## src/rtl/falafel_pkg.sv

```systemverilog
// Shared falafel types: LSU request/response structs and the LSU arbiter's state encoding.
package falafel_pkg;

  localparam int unsigned N_CORES_MAX = 8;
  localparam int unsigned HEADER_W    = 16;
  localparam int unsigned DATA_W      = 32;

  typedef enum logic [1:0] {
    LOAD   = 2'd0,
    STORE  = 2'd1,
    LOCK   = 2'd2,
    UNLOCK = 2'd3
  } req_lsu_op_e;

  typedef struct packed {
    logic [HEADER_W-1:0] header;
    req_lsu_op_e         lsu_op;
    logic                val;
  } header_req_t;

  typedef struct packed {
    logic [DATA_W-1:0] data;
    logic              val;
  } header_rsp_t;

  typedef enum logic {
    IDLE = 1'b0,
    BUSY = 1'b1
  } arb_state_e;

endpackage

```

## src/rtl/falafel_lsu_arbiter_if.sv

```systemverilog
// Core-side and LSU-side handshake bundle of the falafel LSU arbiter.
interface falafel_lsu_arbiter_if #(
  parameter int unsigned N_CORES = 2
);
  import falafel_pkg::*;

  header_req_t        core_req_i [N_CORES];
  logic [N_CORES-1:0] core_ready_o;
  header_rsp_t        core_rsp_o [N_CORES];
  header_req_t        lsu_req_o;
  logic               lsu_ready_i;
  header_rsp_t        lsu_rsp_i;

  // Arbiter side.
  modport slave (
    input  core_req_i,
    output core_ready_o,
    output core_rsp_o,
    output lsu_req_o,
    input  lsu_ready_i,
    input  lsu_rsp_i
  );

  // Cores plus LSU side.
  modport master (
    output core_req_i,
    input  core_ready_o,
    input  core_rsp_o,
    input  lsu_req_o,
    output lsu_ready_i,
    output lsu_rsp_i
  );

endinterface

```

## src/rtl/falafel_lsu_arbiter.sv

```systemverilog
// Lock-aware round-robin arbiter sharing one falafel LSU among N_CORES cores,
// one outstanding transaction at a time.
module falafel_lsu_arbiter
  import falafel_pkg::*;
#(
  parameter int unsigned N_CORES = 2,
  parameter int unsigned OWNER_W = (N_CORES > 1) ? $clog2(N_CORES) : 1
) (
  input  logic                   clk_i,
  input  logic                   rst_ni,
  falafel_lsu_arbiter_if.slave   bus,
  output logic                   lock_held_o,
  output logic [OWNER_W-1:0]     lock_owner_o,
  output logic                   busy_o,
  output logic                   spurious_rsp_o
);

  arb_state_e         state_q;
  logic [OWNER_W-1:0] offer_q;
  logic [OWNER_W-1:0] owner_q;
  req_lsu_op_e        op_q;
  logic               lock_held_q;
  logic [OWNER_W-1:0] lock_owner_q;

  header_req_t offered;
  logic        accept;

  function automatic logic [OWNER_W-1:0] wrap_inc(input logic [OWNER_W-1:0] idx);
    return (idx == OWNER_W'(N_CORES - 1)) ? '0 : idx + OWNER_W'(1);
  endfunction

  always_comb begin
    offered        = bus.core_req_i[offer_q];
    accept         = (state_q == IDLE) && bus.lsu_ready_i && offered.val;
    bus.lsu_req_o  = (state_q == IDLE) ? offered : '0;
    spurious_rsp_o = (state_q == IDLE) && bus.lsu_rsp_i.val;
  end

  // Ready never looks at core_req_i, so a core gating val on ready cannot form a loop.
  always_comb begin
    for (int i = 0; i < int'(N_CORES); i++) begin
      bus.core_ready_o[i] = (state_q == IDLE) && bus.lsu_ready_i && (offer_q == OWNER_W'(i));
      bus.core_rsp_o[i]   = ((state_q == BUSY) && bus.lsu_rsp_i.val && (owner_q == OWNER_W'(i)))
                            ? bus.lsu_rsp_i : '0;
    end
  end

  always_ff @(posedge clk_i or negedge rst_ni) begin
    if (!rst_ni) begin
      state_q      <= IDLE;
      offer_q      <= '0;
      owner_q      <= '0;
      op_q         <= LOAD;
      lock_held_q  <= 1'b0;
      lock_owner_q <= '0;
    end else begin
      case (state_q)
        IDLE: begin
          if (accept) begin
            owner_q <= offer_q;
            op_q    <= offered.lsu_op;
            state_q <= BUSY;
          end
          // A LOCK requester keeps the offer so it is still offered once the lock lands.
          if (lock_held_q) begin
            offer_q <= lock_owner_q;
          end else if (!(accept && (offered.lsu_op == LOCK))) begin
            offer_q <= wrap_inc(offer_q);
          end
        end
        BUSY: begin
          if (bus.lsu_rsp_i.val) begin
            state_q <= IDLE;
            if (op_q == LOCK) begin
              lock_held_q  <= 1'b1;
              lock_owner_q <= owner_q;
            end else if (op_q == UNLOCK) begin
              lock_held_q  <= 1'b0;
              lock_owner_q <= '0;
              offer_q      <= wrap_inc(owner_q);
            end
          end
        end
        default: state_q <= IDLE;
      endcase
    end
  end

  assign lock_held_o  = lock_held_q;
  assign lock_owner_o = lock_owner_q;
  assign busy_o       = (state_q == BUSY);

endmodule

```

## src/flat_wrapper.sv

```systemverilog
// flat-port wrapper written by rule: the top's interface ports become plain ports
module falafel_lsu_arbiter_flat import falafel_pkg::*;
#(
  parameter int unsigned N_CORES = 2,
  parameter int unsigned OWNER_W = (N_CORES > 1) ? $clog2(N_CORES) : 1
)
  (clk_i, rst_ni, lock_held_o, lock_owner_o, busy_o, spurious_rsp_o, bus_core_req_i, bus_core_ready_o, bus_core_rsp_o, bus_lsu_req_o, bus_lsu_ready_i, bus_lsu_rsp_i);
  falafel_lsu_arbiter_if #(.N_CORES(N_CORES)) bus_i ();
  input  logic clk_i;
  input  logic rst_ni;
  output logic lock_held_o;
  output logic [OWNER_W-1:0] lock_owner_o;
  output logic busy_o;
  output logic spurious_rsp_o;
  input wire logic [$bits(bus_i.core_req_i)-1:0] bus_core_req_i;
  output wire logic [$bits(bus_i.core_ready_o)-1:0] bus_core_ready_o;
  output wire logic [$bits(bus_i.core_rsp_o)-1:0] bus_core_rsp_o;
  output wire logic [$bits(bus_i.lsu_req_o)-1:0] bus_lsu_req_o;
  input wire logic [$bits(bus_i.lsu_ready_i)-1:0] bus_lsu_ready_i;
  input wire logic [$bits(bus_i.lsu_rsp_i)-1:0] bus_lsu_rsp_i;
  assign bus_i.core_req_i = {>>{bus_core_req_i}};
  assign bus_core_ready_o = bus_i.core_ready_o;
  assign bus_core_rsp_o = {>>{bus_i.core_rsp_o}};
  assign bus_lsu_req_o = bus_i.lsu_req_o;
  assign bus_i.lsu_ready_i = bus_lsu_ready_i;
  assign bus_i.lsu_rsp_i = bus_lsu_rsp_i;
  falafel_lsu_arbiter #(.N_CORES(N_CORES), .OWNER_W(OWNER_W)) u_core (.clk_i(clk_i), .rst_ni(rst_ni), .bus(bus_i), .lock_held_o(lock_held_o), .lock_owner_o(lock_owner_o), .busy_o(busy_o), .spurious_rsp_o(spurious_rsp_o));
endmodule
```

## config.mk

```make
export PLATFORM = sky130hd
export DESIGN_NAME = falafel_lsu_arbiter_flat
export DESIGN_NICKNAME = d
export VERILOG_FILES = /design/src/rtl/falafel_pkg.sv /design/src/rtl/falafel_lsu_arbiter_if.sv /design/src/rtl/falafel_lsu_arbiter.sv /design/src/flat_wrapper.sv
export SDC_FILE = /design/constraint.sdc
export NUM_CORES = 1
export LEC_CHECK = 0
export ABC_AREA = 1
export BUFFER_PORTS_ARGS = -buffer_cell sky130_fd_sc_hd__buf_2
export CAP_MARGIN = 25
export CORE_AREA = 2 2 63 65
export CTS_CLUSTER_DIAMETER = 120
export DETAILED_ROUTE_END_ITERATION = 8
export DIE_AREA = 0 0 65 67
export GPL_ROUTABILITY_DRIVEN = 0
export PLACE_DENSITY = 0.79
export SETUP_SLACK_MARGIN = 0.5
export SYNTH_ARGS = -nofsm -noshare
export SYNTH_HDL_FRONTEND = slang
export SYNTH_SLANG_ARGS = --single-unit
```

## constraint.sdc

```tcl
create_clock -name clk_i -period 1.9 [get_ports clk_i]
set_input_delay 0 -clock clk_i [delete_from_list [all_inputs] [get_ports clk_i]]
set_output_delay 0 -clock clk_i [all_outputs]
set_load 0.02 [all_outputs]
```

==> qor.yml <==
status: "complete, no violations"
syn_to_final_growth_pct: 91.5
layout_common_cells: "164 x buf_2, 100 x nor2_1, 41 x inv_1"
synth_largest_area_cell: "nor2_1"
path_max_fanout: 32
die_area_sq_um: 4360
p_total_uw: 2360
dieHeight_microns: 67
detail-route-antenna-nets: 0
period_minus_slack_ps: 1380
power_density_nw_per_um2: 1180
routed_wl_mm: 4.50
vdd_drop_max_mv: 0.871
grt_util_met3: 0.0304
core_sq_um: 3610
regToRegSetupSlack_ps: 650
drt-initial-drc-count: 65
grt_overflow_total: 0
clock_sinks: 7
ys_seq_area_frac: 0.168
ys_types: 16
top_usage_layer: "met2"
mostFrequentLayoutCell: "buf_2"
synth_nets: 291
cts_tree: "done"
crit_type: "in -> out"
routedWlPerCell_microns: 10.4
hp-class: "in -> async"
synth_area_sq_um: 1040
setup_violations: 0
cts_max_path_buffers: 2
fillers: 381
antenna_found_initial: 0
cp-start-kind: "primary input"
placementRows: 22
cts_buffers: 3
worstReg2RegStart: "u_core.busy_o$_DFF_PN0_"
p_leak_uw: 0.00146
vias: 1771
syn_inst: 217
setup-tns-final_ps: 0
rsz0062_at_grt: "true"
yosysWarnings: 0
grt_usage: 0.189
crit_start: "bus_lsu_rsp_i[0]"
first_pass_iters: 4
maxSlewViolCount: 0
layout-drive-gt1-share: 0.491
endpoint_kind: "output port"
worstPathRequired_ps: 1900
rr_endpoint: "u_core.offer_q$_DFFE_PN0P_"
port_buffers: 164
grt_util_met2: 0.339
grt_max_degree: 33
period_share: 0.724
ioPinCount: 165
first_global_vias: 1492
die_x_microns: 65
synth_top_area_share: 0.360
initial_utilization: 0.289
fin_util: 0.554
slew_headroom: 0.772
ff2ff_path_depth: 7
fin_nets: 458
fmax_mhz: 727
avgSynthCellArea_sq_um: 4.81
hpwlAfterDp_mm: 3.64
clk_latency_ps: 230
clock-skew-final_ps: 1.73
max-cap-violations: 0
worst_pin_slew_ps: 339
drc: 0
path_clk_slew_ps: 40
finalHoldViolCount: 0
critPathArrivalTime_ps: 1380
cts-root-buf: "clkbuf_8"
crit_end: "bus_core_rsp_o[49]"
ys_seq_elements: 7
hold_slack_ps: 135
n_antenna_cell: 0
viasPerCell: 4.11
grtUsageMet1: 0.226
grt_pass1_wl_mm: 6.68
synthTopCellsByArea: "nor2_1 36%, dfrtp_1 17%, inv_1 15%"
htreeDepth: 1
==> area by class of cell <==
type                       count  area (sq um)  share of cell area
timing repair buffer         173           897               0.449
tap                           48          60.1              0.0301
clock buffer                   4          45.0              0.0225
sequential                     7           178              0.0889
inverter                      45           176              0.0883
multi-input combinational    154           642               0.321
==> Yosys cell counts (all sizes together) <==
library cell and count:
nand2 20, buf 11, dfrtp 7, o21ai 23
inv 45, nor2 104, a21oi 3, nand3 2
o22ai 1, nor3 1
==> where the power goes <==
group | switching (uW) | internal (uW) | leakage (uW)
Sequential | 77.9 | 226 | 0.0000836
Combinational | 1210 | 632 | 0.00136
Clock | 64.4 | 145 | 0.0000228
Total | 1360 | 1000 | 0.00146
==> worst max-delay path, cell delays in order <==
cell,delay (ps)
dlygate4sd3_1,520
buf_2,130
nand2_2,80
nor2_2,190
inv_6,130
nor2_1,140
buf_2,190
==> sequential cells by signal, indices dropped and copies added, names as in the netlist <==
register             flops
u_core.offer_q           1
u_core.owner_q           1
u_core.op_q              2
u_core.lock_owner_o      1
u_core.lock_held_o       1
u_core.busy_o            1
==> cells by family (layout without fill, tap and decap cells) <==
kind of cell	after synthesis	count (layout)	share of synthesized area
buffers and inverters	56	222	0.217
AOI/OAI and AO/OA	27	27	0.131
and+or+nand+nor	127	127	0.484
DFF	7	7	0.168
==> worst min path at each step <==
stage	start	to	slack, ps
6_report	rst_ni	u_core.lock_owner_o$_DFFE_PN0P_	140
2_1_floorplan	rst_ni	u_core.busy_o$_DFF_PN0_	-300
3_3_place_gp	rst_ni	u_core.lock_owner_o$_DFFE_PN0P_	-160
3_5_place_dp	rst_ni	u_core.lock_owner_o$_DFFE_PN0P_	-160
4_1_cts	rst_ni	u_core.lock_owner_o$_DFFE_PN0P_	130
5_1_grt	rst_ni	u_core.lock_owner_o$_DFFE_PN0P_	160
==> per-layer routing <==
metal | share of wire | vias up
met4 | 0.018 | 0
li1 | - | 962
met2 | 0.53 | 60
met3 | 0.057 | 9
met1 | 0.40 | 740
met5 | 0 | -
==> per-stage QoR <==
stage | worst slack, ps | cell area [sq um] | cells
2_1_floorplan | 423 | 1040 | 217
3_3_place_gp | 537 | 1880 | 420
3_5_place_dp | 537 | 1880 | 420
4_1_cts | 517 | 1980 | 430
5_1_grt | 458 | 2000 | 431
6_report | 524 | 2000 | 431
==> what timing repair did <==
action / in CTS / in global routing
setup buffers: 4 / 1
gates cloned: 0 / 0
hold buffers: 2 / 0
resized for setup: 4 / 2
setup endpoints to repair: 81 / 54
endpoints found under the hold margin: 8 / 0
(Power assumes the default switching activity.)
